## src/rtl/hazard_ctrl_unit_pkg.sv

```systemverilog
// Shared pipeline definitions: opcode constants, sequencer state encoding and operand-use helper.
// The optional perf counters are enabled with the HAZ_PERF_CNT_EN macro (see hazard_ctrl_unit).
package pipe_pkg;

  localparam logic [3:0] OP_LB   = 4'b1011;
  localparam logic [3:0] OP_BR   = 4'b1100;
  localparam logic [3:0] OP_JMP  = 4'b1101;
  localparam logic [3:0] OP_HALT = 4'b1111;

  typedef enum logic [1:0] {
    RUN      = 2'd0,
    LU_STALL = 2'd1,
    HALT     = 2'd2
  } state_t;

  // Loads, jumps and halts carry no register in the rt field.
  function automatic logic uses_rt(input logic [3:0] opcode);
    return !(opcode == OP_LB || opcode == OP_JMP || opcode == OP_HALT);
  endfunction

endpackage

```

## src/rtl/hazard_ctrl_unit_if.sv

```systemverilog
// ID/EX snapshot in, pipeline enables out; master is the pipeline side, slave is the hazard unit.
// Every signal is level-valued each cycle: there is no valid/ready handshake on this bus.
interface hazard_ctrl_unit_if;
  import pipe_pkg::*;

  logic [3:0] id_opcode;
  logic [2:0] id_rs;
  logic [2:0] id_rt;
  logic [3:0] ex_opcode;
  logic [2:0] ex_rd;
  logic       ex_reg_write;
  logic       ex_br_taken;
  logic       pc_write;
  logic       ifid_write;
  logic       ifid_flush;
  logic       idex_bubble;
  logic       halted;
  state_t     dbg_state;

  modport master (
    output id_opcode, id_rs, id_rt, ex_opcode, ex_rd, ex_reg_write, ex_br_taken,
    input  pc_write, ifid_write, ifid_flush, idex_bubble, halted, dbg_state
  );

  modport slave (
    input  id_opcode, id_rs, id_rt, ex_opcode, ex_rd, ex_reg_write, ex_br_taken,
    output pc_write, ifid_write, ifid_flush, idex_bubble, halted, dbg_state
  );

endinterface

```

## src/rtl/hazard_ctrl_unit_sat_counter.sv

```systemverilog
// Saturating event counter with synchronous clear; holds at all-ones once reached.
module hazard_sat_counter #(
    parameter int CNT_W = 16
) (
    input  logic             clk,
    input  logic             clr,
    input  logic             inc,
    output logic [CNT_W-1:0] count
);

    always_ff @(posedge clk) begin
        if (clr) begin
            count <= '0;
        end else if (inc && !(&count)) begin
            count <= count + 1'b1;
        end
    end

endmodule

```

## src/rtl/hazard_ctrl_unit.sv

```systemverilog
// Load-use stall / branch flush / halt sequencer driving PC, IF/ID and ID/EX enables.
// Define HAZ_PERF_CNT_EN to add saturating stall_cnt/flush_cnt perf counters.
module hazard_ctrl_unit
    import pipe_pkg::*;
#(
    parameter int LOAD_STALL_CYCLES = 1
`ifdef HAZ_PERF_CNT_EN
    ,
    parameter int CNT_W = 16
`endif
) (
    input logic clk,
    input logic rst,
    hazard_ctrl_unit_if.slave hif
`ifdef HAZ_PERF_CNT_EN
    ,
    output logic [CNT_W-1:0] stall_cnt,
    output logic [CNT_W-1:0] flush_cnt
`endif
);

    // Cycles still to hold after the entry cycle and the final LU_STALL cycle.
    localparam logic [2:0] CNT_INIT = (LOAD_STALL_CYCLES > 1) ? 3'(LOAD_STALL_CYCLES - 2) : 3'd0;

    state_t     state, state_nxt;
    logic [2:0] cnt, cnt_nxt;
    logic       lu_hit;

    assign lu_hit = (hif.ex_opcode == OP_LB) && hif.ex_reg_write &&
                    ((hif.ex_rd == hif.id_rs) || (uses_rt(hif.id_opcode) && (hif.ex_rd == hif.id_rt)));

    always_ff @(posedge clk) begin
        if (rst) begin
            state <= RUN;
            cnt   <= 3'd0;
        end else begin
            state <= state_nxt;
            cnt   <= cnt_nxt;
        end
    end

    always_comb begin
        state_nxt       = state;
        cnt_nxt         = cnt;
        hif.pc_write    = 1'b1;
        hif.ifid_write  = 1'b1;
        hif.ifid_flush  = 1'b0;
        hif.idex_bubble = 1'b0;
        hif.halted      = 1'b0;
        if (rst) begin
            state_nxt       = RUN;
            cnt_nxt         = 3'd0;
            hif.pc_write    = 1'b0;
            hif.ifid_write  = 1'b0;
            hif.ifid_flush  = 1'b1;
            hif.idex_bubble = 1'b1;
        end else begin
            case (state)
                RUN: begin
                    if (hif.ex_br_taken) begin
                        hif.ifid_flush  = 1'b1;
                        hif.idex_bubble = 1'b1;
                    end else if (hif.id_opcode == OP_JMP) begin
                        hif.ifid_flush = 1'b1;
                    end else if (lu_hit) begin
                        hif.pc_write    = 1'b0;
                        hif.ifid_write  = 1'b0;
                        hif.idex_bubble = 1'b1;
                        if (LOAD_STALL_CYCLES > 1) begin
                            state_nxt = LU_STALL;
                            cnt_nxt   = CNT_INIT;
                        end
                    end else if (hif.id_opcode == OP_HALT) begin
                        hif.pc_write   = 1'b0;
                        hif.ifid_write = 1'b0;
                        state_nxt      = HALT;
                    end
                end
                LU_STALL: begin
                    // A taken branch here means EX was not a bubble; follow the branch anyway.
                    if (hif.ex_br_taken) begin
                        hif.ifid_flush  = 1'b1;
                        hif.idex_bubble = 1'b1;
                        state_nxt       = RUN;
                        cnt_nxt         = 3'd0;
                    end else begin
                        hif.pc_write    = 1'b0;
                        hif.ifid_write  = 1'b0;
                        hif.idex_bubble = 1'b1;
                        if (cnt == 3'd0) begin
                            state_nxt = RUN;
                        end else begin
                            cnt_nxt = cnt - 3'd1;
                        end
                    end
                end
                HALT: begin
                    hif.pc_write    = 1'b0;
                    hif.ifid_write  = 1'b0;
                    hif.idex_bubble = 1'b1;
                    hif.halted      = 1'b1;
                end
                default: begin
                    state_nxt = RUN;
                    cnt_nxt   = 3'd0;
                end
            endcase
        end
    end

    assign hif.dbg_state = state;

`ifdef HAZ_PERF_CNT_EN
    logic stall_inc, flush_inc;

    // Load-use stalls are the only non-reset, non-halt cycles that freeze PC while bubbling ID/EX.
    assign stall_inc = !rst && !hif.pc_write && hif.idex_bubble && !hif.halted;
    assign flush_inc = !rst && hif.ifid_flush;

    hazard_sat_counter #(.CNT_W(CNT_W)) u_stall_cnt (
        .clk   (clk),
        .clr   (rst),
        .inc   (stall_inc),
        .count (stall_cnt)
    );

    hazard_sat_counter #(.CNT_W(CNT_W)) u_flush_cnt (
        .clk   (clk),
        .clr   (rst),
        .inc   (flush_inc),
        .count (flush_cnt)
    );
`endif

endmodule

```

## src/flat_wrapper.sv

```systemverilog
// flat-port wrapper written by rule: the top's interface ports become plain ports
module hazard_ctrl_unit_flat import pipe_pkg::*;
#(
    parameter int LOAD_STALL_CYCLES = 1

)
  (clk, rst, hif_id_opcode, hif_id_rs, hif_id_rt, hif_ex_opcode, hif_ex_rd, hif_ex_reg_write, hif_ex_br_taken, hif_pc_write, hif_ifid_write, hif_ifid_flush, hif_idex_bubble, hif_halted, hif_dbg_state);
  hazard_ctrl_unit_if hif_i ();
  input logic clk;
  input logic rst;
  input wire logic [$bits(hif_i.id_opcode)-1:0] hif_id_opcode;
  input wire logic [$bits(hif_i.id_rs)-1:0] hif_id_rs;
  input wire logic [$bits(hif_i.id_rt)-1:0] hif_id_rt;
  input wire logic [$bits(hif_i.ex_opcode)-1:0] hif_ex_opcode;
  input wire logic [$bits(hif_i.ex_rd)-1:0] hif_ex_rd;
  input wire logic [$bits(hif_i.ex_reg_write)-1:0] hif_ex_reg_write;
  input wire logic [$bits(hif_i.ex_br_taken)-1:0] hif_ex_br_taken;
  output wire logic [$bits(hif_i.pc_write)-1:0] hif_pc_write;
  output wire logic [$bits(hif_i.ifid_write)-1:0] hif_ifid_write;
  output wire logic [$bits(hif_i.ifid_flush)-1:0] hif_ifid_flush;
  output wire logic [$bits(hif_i.idex_bubble)-1:0] hif_idex_bubble;
  output wire logic [$bits(hif_i.halted)-1:0] hif_halted;
  output wire logic [$bits(hif_i.dbg_state)-1:0] hif_dbg_state;
  assign hif_i.id_opcode = hif_id_opcode;
  assign hif_i.id_rs = hif_id_rs;
  assign hif_i.id_rt = hif_id_rt;
  assign hif_i.ex_opcode = hif_ex_opcode;
  assign hif_i.ex_rd = hif_ex_rd;
  assign hif_i.ex_reg_write = hif_ex_reg_write;
  assign hif_i.ex_br_taken = hif_ex_br_taken;
  assign hif_pc_write = hif_i.pc_write;
  assign hif_ifid_write = hif_i.ifid_write;
  assign hif_ifid_flush = hif_i.ifid_flush;
  assign hif_idex_bubble = hif_i.idex_bubble;
  assign hif_halted = hif_i.halted;
  assign hif_dbg_state = hif_i.dbg_state;
  hazard_ctrl_unit #(.LOAD_STALL_CYCLES(LOAD_STALL_CYCLES)) u_core (.clk(clk), .rst(rst), .hif(hif_i));
endmodule
```

## config.mk

```make
export PLATFORM = sky130hd
export DESIGN_NAME = hazard_ctrl_unit_flat
export DESIGN_NICKNAME = d
export VERILOG_FILES = /design/src/rtl/hazard_ctrl_unit_pkg.sv /design/src/rtl/hazard_ctrl_unit_if.sv /design/src/rtl/hazard_ctrl_unit_sat_counter.sv /design/src/rtl/hazard_ctrl_unit.sv /design/src/flat_wrapper.sv
export SDC_FILE = /design/constraint.sdc
export NUM_CORES = 1
export LEC_CHECK = 0
export BUFFER_PORTS_ARGS = -buffer_cell sky130_fd_sc_hd__clkbuf_2
export CAP_MARGIN = 10
export CORE_AREA = 2 2 39 41
export CTS_BUF_LIST = sky130_fd_sc_hd__clkbuf_2
export CTS_CLUSTER_DIAMETER = 40
export DETAILED_ROUTE_END_ITERATION = 12
export DIE_AREA = 0 0 41 43
export SYNTH_ARGS = -nofsm -noshare
export SYNTH_HDL_FRONTEND = slang
export SYNTH_SLANG_ARGS = --single-unit
```

## constraint.sdc

```tcl
create_clock -name clk -period 1.3 [get_ports clk]
set_input_delay 0 -clock clk [delete_from_list [all_inputs] [get_ports clk]]
set_output_delay 0 -clock clk [all_outputs]
set_load 0.1 [all_outputs]
```

==> reports/qor.csv, run 1 <==
stage;metric;value;unit
final_layout;share of layout cells above drive strength 1;0.642;
place;Inst Count DP;69;
drt;WL/cell;8.43;microns
drt;via/cell ratio;4.20;
cts;CTS Hold Buffers Added;0;
place;GP Congestion;0.531;
power_and_ir_drop;Pleak;0.201;nW
global_route;GRT Total Usage;0.0731;
flow_run;# Max-Cap Violations;0;
power_and_ir_drop;Comb pwr share;0.869;
die;Die Ht;43;microns
die;I/O pin total;28;
final_layout;post-layout util;0.326;
final_layout;commonest cells after routing, fill and taps aside;21 x clkbuf_2, 4 x nor2_1, 4 x buf_12, 3 x xor2_1, 3 x xnor2_1;
synthesis;yosys warns;0;
sta;Setup violations, final;0;
final_layout;area delta synth->final;104;%
critical_path;Critical Path RT;1.30;ns
drt;Routed Antenna Nets;0;
die;Starting Density;0.160;
sta;unrepaired setup endpoints after global routing;no;
final_layout;max reg flops;1;
power_and_ir_drop;worst ir drop on vdd;0.000150;V
critical_path;worst setup path end;hif_ifid_write;
critical_path;R2R Path Start;u_core.hif.dbg_state[1];
outcome;status;complete, no violations;
synthesis;Synth area leader;xnor2_1;
die;Die W;41;microns
critical_path;Startpoint Class;flip-flop;
cts;clk_lat worst skew;0;ns
critical_path;critical path type;flip-flop to output port;
final_layout;storage element area;23.8;sq um
synthesis;Post-Syn Area;221;sq um
critical_path;reg2reg path depth;2;
place;port bufs;26;
drt;Via Count;290;
power_and_ir_drop;internal power consumption;0.000109;W
synthesis;register area share after synthesis;0.0904;
cts;Worst-path clk slew;0;ns
final_layout;non-filler cells in the finished layout;69;
global_route;first-pass GRT wire length;966;microns
critical_path;crit end category;output port;
sta;Final Hold Vio Count;0;
sta;crit path time final;1.17;ns
place;dpl hpwl;578;microns
power_and_ir_drop;Switching Share;0.542;
critical_path;highest fanout seen on the critical path;5;
place;worst slack, placed;0.120;ns
global_route;vias in the first global route;260;
synthesis;Avg Cell Area, Syn;7.64;sq um
critical_path;Worst R2R Setup Slack;0.57;ns
power_and_ir_drop;power consumption;0.000239;W
drt;DR iter-0 viols;0;
drt;Remaining DRCs;0;
global_route;largest net degree at the start of global routing;6;
power_and_ir_drop;switching pwr;0.000129;W
final_layout;Layout fillers;152;
synthesis;Synth area leaders;xnor2_1 12%, xor2_1 12%, dfxtp_1 9.0%, nor2_1 8.5%, a311oi_2 6.8%;
final_layout;most common cell after layout, fill and taps aside;clkbuf_2;
sta;Setup TNS;0;ns
final_layout;area of the multi-input gates;211;sq um
die;die area;0.00176;sq mm
critical_path;crit path launch;u_core.hif.dbg_state[1];
global_route;initial antenna violation count;0;
final_layout;nets;76;
final_layout;number of diodes;0;
synthesis;number of library cell types mapped by synthesis;19;
cts;setup bufs post-CTS;0;
sta;Clock Skew;0;ns
worst_hold_path;HP Class;input port to flip-flop;
drt;1st-pass router iterations;1;
sta;Tcrit/Tclk final;0.902;
global_route;Congestion Overflow GR;0;
drt;total wire length;582;microns
die;Site Rows;14;
power_and_ir_drop;Clk pwr share;0;
sta;Setup WS post-layout;0.128;ns
critical_path;WP data arrival;1.17;ns
sta;actual slew at the worst max-slew pin;0.537;ns
sta;Slew Limit Fails;0;
synthesis;synthesized flop and latch total;1;
critical_path;worst r2r dst;u_core.hif.dbg_state[1];
synthesis;Mapped Cells;29;
power_and_ir_drop;Reg power frac;0.131;
cts;cts repair resizes;0;
die;Core ar.;0.00138;sq mm
synthesis;Syn Nets;50;
sta;Slew headroom;0.644;
sta;f_max;0.853;GHz
synthesis;post-synth top area share;0.119;
power_and_ir_drop;power density cells;528;mW/mm^2
-- power groups by stage --
stage | Clock, W | Sequential (W) | Combinational [W]
finish | 0 | 0.0000313 | 0.000207
global route | 0 | 0.0000315 | 0.000220
CTS | 0 | 0.0000313 | 0.000210
detailed placement | 0 | 0.0000313 | 0.000209
global placement | 0 | 0.0000311 | 0.000208
floorplan | 0 | 0.0000361 | 0.000135
-- how the worst min path moves through the flow --
stage               cells past startpoint                 endpoint  from  slack, ns
finish                                  2  u_core.hif.dbg_state[1]   rst       0.25
global route                            2  u_core.hif.dbg_state[1]   rst       0.26
CTS                                     2  u_core.hif.dbg_state[1]   rst       0.25
detailed placement                      2  u_core.hif.dbg_state[1]   rst       0.25
global placement                        2  u_core.hif.dbg_state[1]   rst       0.25
floorplan                               1  u_core.hif.dbg_state[1]   rst       0.06
-- cell usage after synthesis --
library cell and instances:
conb_1 1, inv_1 1, a31oi_1 1, nand3_1 1, o21bai_1 1, xor2_1 3, dfxtp_1 1, nor3b_2 1
nor2_1 5, a311oi_1 1, xnor2_1 3, or2_2 1, o31ai_2 1, nand4_1 2, nor3_1 1, buf_4 2
o211ai_1 1, a311oi_2 1, a211o_1 1
-- layer usage --
metal / global-route usage / routed length [microns] / part of all wire
met5: 0 / 0 / 0
met4: 0 / 0 / 0
met3: 0 / 74 / 0.13
met2: 0.141 / 301 / 0.52
met1: 0.0892 / 207 / 0.36
-- cell type report --
| cell class | count | area share |
|---|---|---|
| Multi-Input combinational cell | 25 | 0.468 |
| Timing Repair Buffer | 26 | 0.427 |
| Sequential cell | 1 | 0.0526 |
| Tap cell | 16 | 0.0443 |
| Inverter | 1 | 0.00831 |
-- through the flow --
step           hold WS (ns)  instance area, sq um
2_1_floorplan        0.0586                   267
3_5_place_dp          0.247                   452
6_report              0.251                   452
3_3_place_gp          0.245                   452
5_1_grt               0.260                   452
4_1_cts               0.253                   452
-- worst max-delay path: stages, from the launching register on --
cell and delay (ns):
dfxtp_4 0.33, or2_4 0.24, a311oi_4 0.37, buf_12 0.22
-- cell families after synthesis --
| group | after synthesis | synth area share |
|---|---|---|
| xor+xnor | 6 | 0.237 |
| flops | 1 | 0.0904 |
| buf+inv | 3 | 0.0847 |
| simple gates | 11 | 0.271 |
| other cells | 1 | 0.0169 |
| compound gates | 7 | 0.299 |
Note: power is estimated with default switching activity, not from simulation.
==> inputs of run 2 (changes only) <==
--- a/config.mk
+++ b/config.mk
@@ -5,7 +5,7 @@
 export SDC_FILE = /design/constraint.sdc
 export NUM_CORES = 1
 export LEC_CHECK = 0
-export BUFFER_PORTS_ARGS = -buffer_cell sky130_fd_sc_hd__clkbuf_2
+export BUFFER_PORTS_ARGS = -buffer_cell sky130_fd_sc_hd__buf_2
 export CAP_MARGIN = 10
 export CORE_AREA = 2 2 39 41
 export CTS_BUF_LIST = sky130_fd_sc_hd__clkbuf_2
==> run 2 against run 1 <==
Compared with the run above:
- final area fell by 2.2%
- largest cell class unchanged
- global-route usage is 0.71 points lower
- flip-flop and latch count did not move
- worst hold slack lost 0.016 ns
- cell count rose by 1.4%
- routed wire length down 0.34%
- critical path depth is the same
- register-to-register slack is essentially flat
- core utilization down 0.72 points
- combinational power hardly changed
- via count grew 0.34%
==> reports/qor.csv, run 2 (synthesis results as in run 1) <==
stage;metric;value;unit;change
critical_path;WP data arrival;1.17;ns;about the same
critical_path;Slowest cell on crit path;a311oi_4;;
critical_path;R2R Path Start;u_core.hif.dbg_state[1];;
power_and_ir_drop;Comb pwr share;0.868;;about the same
power_and_ir_drop;Clk pwr share;0;;unchanged
power_and_ir_drop;switching pwr;0.000128;W;-0.73%
place;port bufs;26;;unchanged
drt;Remaining DRCs;0;;unchanged
sta;Setup violations, final;0;;unchanged
global_route;first-pass GRT wire length;897;microns;-7.1%
place;dpl cell area;442;sq um;-2.2%
die;Die W;41;microns;unchanged
final_layout;post-layout util;0.319;;-0.00723
sta;Clock Skew;0;ns;unchanged
critical_path;Worst R2R Setup Slack;0.57;ns;about the same
critical_path;Cell Chain, Critical Path;or2_4, a311oi_4, buf_12;;
drt;total wire length;580;microns;-0.34%
final_layout;nets;77;;+1.3%
cts;clk_lat worst skew;0;ns;unchanged
critical_path;worst r2r dst;u_core.hif.dbg_state[1];;
power_and_ir_drop;Reg power frac;0.132;;about the same
global_route;GRT Total Usage;0.0659;;-0.00714
final_layout;share of layout cells above drive strength 1;0.648;;+0.00664
drt;DR iter-0 viols;0;;unchanged
critical_path;worst setup path end;hif_ifid_write;;
flow_run;# Max-Cap Violations;0;;unchanged
global_route;largest net degree at the start of global routing;6;;unchanged
worst_hold_path;HP Class;input port to flip-flop;;
sta;Setup TNS;0;ns;unchanged
cts;Worst-path clk slew;0;ns;unchanged
critical_path;highest fanout seen on the critical path;5;;unchanged
critical_path;Critical Path RT;1.30;ns;about the same
sta;unrepaired setup endpoints after global routing;no;;
sta;Final Hold Vio Count;0;;unchanged
final_layout;most common cell after layout, fill and taps aside;buf_2;;
power_and_ir_drop;Switching Share;0.542;;+0.000725
power_and_ir_drop;internal power consumption;0.000108;W;-1.0%
cts;cts repair resizes;0;;unchanged
die;I/O pin total;28;;unchanged
sta;crit path time final;1.17;ns;-0.00404 ns
sta;Slew Limit Fails;0;;unchanged
place;dpl hpwl;562;microns;-2.7%
critical_path;crit path launch;u_core.hif.dbg_state[1];;
die;Core ar.;0.00138;sq mm;unchanged
cts;CTS Hold Buffers Added;0;;unchanged
power_and_ir_drop;power density cells;536;mW/mm^2;+1.4%
final_layout;Non-Filler Cell Area, Final;442;sq um;-2.2%
global_route;Congestion Overflow GR;0;;unchanged
die;Site Rows;14;;unchanged
global_route;initial antenna violation count;0;;unchanged
power_and_ir_drop;Pleak;0.196;nW;-2.6%
drt;Routed Antenna Nets;0;;unchanged
critical_path;Largest stage delay, worst path;0.37;ns;about the same
sta;Tcrit/Tclk final;0.899;;-0.00310
place;GP Congestion;0.508;;-4.3%
final_layout;commonest cells after routing, fill and taps aside;23 x buf_2, 4 x nor2_1, 3 x xor2_1, 3 x xnor2_1, 3 x buf_12;;
die;Starting Density;0.160;;unchanged
critical_path;Startpoint Class;flip-flop;;
sta;f_max;0.856;GHz;+0.35%
drt;via/cell ratio;4.16;;-1.1%
global_route;vias in the first global route;251;;-3.5%
drt;1st-pass router iterations;1;;unchanged
drt;WL/cell;8.29;microns;-1.8%
die;die area;0.00176;sq mm;unchanged
cts;setup bufs post-CTS;0;;unchanged
die;Die Ht;43;microns;unchanged
final_layout;max reg flops;1;;unchanged
critical_path;crit end category;output port;;
critical_path;critical path type;flip-flop to output port;;
drt;Via Count;291;;+0.34%
final_layout;area delta synth->final;99.4;%;
power_and_ir_drop;worst ir drop on vdd;0.000163;V;+8.9%
outcome;status;complete, no violations;;
final_layout;number of diodes;0;;unchanged
critical_path;reg2reg path depth;2;;unchanged
[run 2: changes by cell type in the layout (fill, tap and decap cells not counted)]
cell / previous run / this run
buf_2: 0 / 23
clkbuf_2: 21 / 0
buf_12: 4 / 3
[run 2: metal layers]
| metal | share of wire | vias up | global-route usage |
|---|---|---|---|
| met5 | 0 | - | 0 |
| met4 | 0 | 0 | 0 |
| met3 | 0.10 | 0 | 0 |
| met2 | 0.47 | 17 | 0.128 |
| met1 | 0.42 | 118 | 0.0791 |
| li1 | - | 156 | - |
[run 2: critical path: cells and delay by family (launching register included)]
kind            cells  cell delay (ns)
flops               1             0.33
compound gates      1             0.37
simple gates        1             0.24
buf+inv             1             0.22
[run 2: power by group through the flow]
stage	combinational (W)	sequential (W)	clock (W)
2_1_floorplan	0.000135	0.0000361	0
3_3_place_gp	0.000207	0.0000311	0
3_5_place_dp	0.000207	0.0000313	0
4_1_cts	0.000208	0.0000312	0
5_1_grt	0.000218	0.0000314	0
6_report	0.000205	0.0000312	0
[run 2: metrics by stage]
stage	setup slack [ns]	hold slack, ns	cells	power, W
2_1_floorplan	-0.714	0.0586	29	0.000171
3_3_place_gp	0.136	0.234	70	0.000238
3_5_place_dp	0.124	0.237	70	0.000239
4_1_cts	0.127	0.238	70	0.000239
5_1_grt	0.102	0.250	70	0.000249
6_report	0.132	0.234	70	0.000237
[run 2: area by class of cell]
type / count / area (sq um)
fillers: 150 / 942
multi-input cells: 25 / 211
repair buffers: 27 / 183
flip-flops and latches: 1 / 23.8
well taps: 16 / 20.0
inverters: 1 / 3.75
[run 2: worst min-delay path by stage]
stage,startpoint,slack (ns),endpoint,cells after the start
2_1_floorplan,rst,0.06,u_core.hif.dbg_state[1],1
3_3_place_gp,rst,0.23,u_core.hif.dbg_state[1],2
3_5_place_dp,rst,0.24,u_core.hif.dbg_state[1],2
4_1_cts,rst,0.24,u_core.hif.dbg_state[1],2
5_1_grt,rst,0.25,u_core.hif.dbg_state[1],2
6_report,rst,0.23,u_core.hif.dbg_state[1],2
==> inputs of run 3 (changes only) <==
--- a/config.mk
+++ b/config.mk
@@ -6,7 +6,7 @@
 export NUM_CORES = 1
 export LEC_CHECK = 0
 export BUFFER_PORTS_ARGS = -buffer_cell sky130_fd_sc_hd__buf_2
-export CAP_MARGIN = 10
+export CAP_MARGIN = 15
 export CORE_AREA = 2 2 39 41
 export CTS_BUF_LIST = sky130_fd_sc_hd__clkbuf_2
 export CTS_CLUSTER_DIAMETER = 40
==> constraint.sdc (replaced) <==
create_clock -name clk -period 1.3 [get_ports clk]
set_input_delay 0.065 -clock clk [delete_from_list [all_inputs] [get_ports clk]]
set_output_delay 0.065 -clock clk [all_outputs]
set_load 0.1 [all_outputs]
==> run 3 against run 2 <==
Compared with the run above:
- via count fell by 0.34%
- worst setup slack lost 0.070 ns
- combinational power rose by 5%
- register-to-register slack better by 0.02 ns
- power rose by 4.6%
- cell count decreased by 1.4%
- core utilization grew 2.3 points
- flip-flop and latch count unchanged
- worst hold slack better by 0.073 ns
- clock skew is the same
- routed wire length grew 9.8%
==> reports/qor.csv, run 3 (synthesis results as in run 1) <==
stage;metric;value;unit;change
place;port bufs;26;;unchanged
sta;Final Hold Vio Count;0;;unchanged
final_layout;storage element area;23.8;sq um;unchanged
final_layout;number of diodes;0;;unchanged
sta;Tcrit/Tclk final;0.952;;+0.0537
critical_path;highest fanout seen on the critical path;5;;unchanged
outcome;status;complete, no violations;;
cts;CTS Hold Buffers Added;0;;unchanged
cts;Worst-path clk slew;0;ns;unchanged
critical_path;Worst path top cell family by delay;compound AO/OA/AOI/OAI gates;;
global_route;Congestion Overflow GR;0;;unchanged
sta;crit path time final;1.24;ns;+0.0697 ns
sta;Setup TNS;0;ns;unchanged
die;Starting Density;0.160;;unchanged
die;Core ar.;0.00138;sq mm;unchanged
critical_path;worst r2r dst;u_core.hif.dbg_state[1];;
die;Die Ht;43;microns;unchanged
sta;f_max;0.808;GHz;-5.6%
power_and_ir_drop;internal power consumption;0.000113;W;+4.3%
power_and_ir_drop;Clk pwr share;0;;unchanged
sta;Setup violations, final;0;;unchanged
global_route;first-pass GRT wire length;938;microns;+4.6%
worst_hold_path;Hold Crit Endpoint;u_core.hif.dbg_state[1];;
power_and_ir_drop;Reg power frac;0.126;;-0.006
place;dpl hpwl;608;microns;+8.2%
critical_path;critical path type;flip-flop to output port;;
die;Die W;41;microns;unchanged
critical_path;Slowest cell on crit path;a311oi_4;;
final_layout;share of layout cells above drive strength 1;0.642;;-0.00664
global_route;vias in the first global route;261;;+4.0%
place;worst slack, placed;0.0483;ns;-0.0756 ns
final_layout;area delta synth->final;114;%;
critical_path;Startpoint Class;flip-flop;;
critical_path;reg2reg path depth;2;;unchanged
power_and_ir_drop;worst ir drop on vdd;0.000124;V;-24%
cts;clk_lat worst skew;0;ns;unchanged
worst_hold_path;worst hold start;rst;;
die;die area;0.00176;sq mm;unchanged
place;GP Congestion;0.532;;+4.7%
worst_hold_path;HP Class;input port to flip-flop;;
flow_run;# Max-Cap Violations;0;;unchanged
place;dpl cell area;472;sq um;+6.8%
critical_path;Largest stage delay, worst path;0.38;ns;about the same
sta;Setup WS post-layout;0.0619;ns;-0.0697 ns
final_layout;area of the multi-input gates;220;sq um;+4.1%
drt;Top Layer Used;met3;;
final_layout;max reg flops;1;;unchanged
final_layout;commonest cells after routing, fill and taps aside;21 x buf_2, 5 x buf_12, 4 x nor2_1, 3 x xor2_1, 3 x xnor2_1;;
final_layout;most common cell after layout, fill and taps aside;buf_2;;
drt;DR iter-0 viols;1;;+1
critical_path;Critical Path RT;1.24;ns;-0.06 ns
drt;Routed Antenna Nets;0;;unchanged
power_and_ir_drop;Pleak;0.202;nW;+2.8%
power_and_ir_drop;Switching Share;0.544;;+0.00136
drt;via/cell ratio;4.20;;+1.1%
critical_path;crit end category;output port;;
sta;Slew Limit Fails;0;;unchanged
critical_path;Worst R2R Setup Slack;0.59;ns;+0.02 ns
sta;Clock Skew;0;ns;unchanged
final_layout;Layout fillers;143;;-4.7%
drt;met2 wire len;320;microns;+17%
final_layout;nets;76;;-1.3%
global_route;GRT Total Usage;0.0711;;+0.00514
drt;Remaining DRCs;0;;unchanged
critical_path;WP data arrival;1.17;ns;about the same
drt;wl on met1;228;microns;-6.9%
die;I/O pin total;28;;unchanged
final_layout;Non-Filler Cell Area, Final;473;sq um;+7.1%
global_route;initial antenna violation count;0;;unchanged
critical_path;R2R Path Start;u_core.hif.dbg_state[1];;
power_and_ir_drop;switching pwr;0.000135;W;+4.9%
drt;1st-pass router iterations;2;;+1
final_layout;post-layout util;0.342;;+0.0226
power_and_ir_drop;Comb pwr share;0.874;;+0.006
worst_hold_path;hold-critical path depth;2;;unchanged
power_and_ir_drop;power consumption;0.000248;W;+4.6%
drt;met3 WL;88;microns;+47%
global_route;largest net degree at the start of global routing;6;;unchanged
drt;Via Count;290;;-0.34%
sta;unrepaired setup endpoints after global routing;no;;
die;Site Rows;14;;unchanged
cts;setup bufs post-CTS;0;;unchanged
power_and_ir_drop;power density cells;523;mW/mm^2;-2.3%
critical_path;Bufs and invs on worst path;1;;unchanged
drt;WL/cell;9.23;microns;+11%
drt;total wire length;637;microns;+9.8%
critical_path;Cell Chain, Critical Path;or2_4, a311oi_4, buf_12;;
-- run 3: cell types whose count changed in the layout (fill, tap and decap cells not counted) --
| cell | previous run | this run |
|---|---|---|
| o31ai_4 | 0 | 1 |
| o31ai_2 | 1 | 0 |
| buf_4 | 1 | 0 |
| buf_12 | 3 | 5 |
| buf_2 | 23 | 21 |
-- run 3: repair_timing --
action	in CTS	in global routing
gates resized for setup	0	1
endpoints found under the hold margin	0	0
endpoints found under the setup margin	0	2
-- run 3: layer usage --
layer | vias up | track usage
li1 | 153 | -
met1 | 120 | 0.0860
met2 | 17 | 0.138
met3 | 0 | 0
met4 | 0 | 0
met5 | - | 0
-- run 3: cell type report --
class	count	area share
Sequential cell	1	0.0503
Multi-Input combinational cell	25	0.466
Inverter	1	0.00794
Timing Repair Buffer	26	0.434
Tap cell	16	0.0423
-- run 3: power by group through the flow --
stage	registers, W	logic, W	clock network, W
6_report	0.0000311	0.000216	0
5_1_grt	0.0000314	0.000227	0
4_1_cts	0.0000311	0.000217	0
3_5_place_dp	0.0000312	0.000217	0
3_3_place_gp	0.0000311	0.000215	0
2_1_floorplan	0.0000361	0.000135	0
-- run 3: how the worst max path moves through the flow --
stage / start / end / slack, ns / cells past startpoint
2_1_floorplan: u_core.hif.dbg_state[1] / hif_pc_write / -0.78 / 3
3_3_place_gp: u_core.hif.dbg_state[1] / hif_ifid_write / 0.07 / 3
3_5_place_dp: u_core.hif.dbg_state[1] / hif_pc_write / 0.05 / 3
4_1_cts: u_core.hif.dbg_state[1] / hif_pc_write / 0.05 / 3
5_1_grt: u_core.hif.dbg_state[1] / hif_pc_write / 0.03 / 3
6_report: u_core.hif.dbg_state[1] / hif_ifid_write / 0.06 / 3
-- run 3: per-stage QoR --
step                      hold WS [ns]  std cells
after floorplan                  0.124         29
after global placement           0.303         70
after detailed placement         0.309         70
after CTS                        0.310         70
after global routing             0.320         69
final                            0.307         69
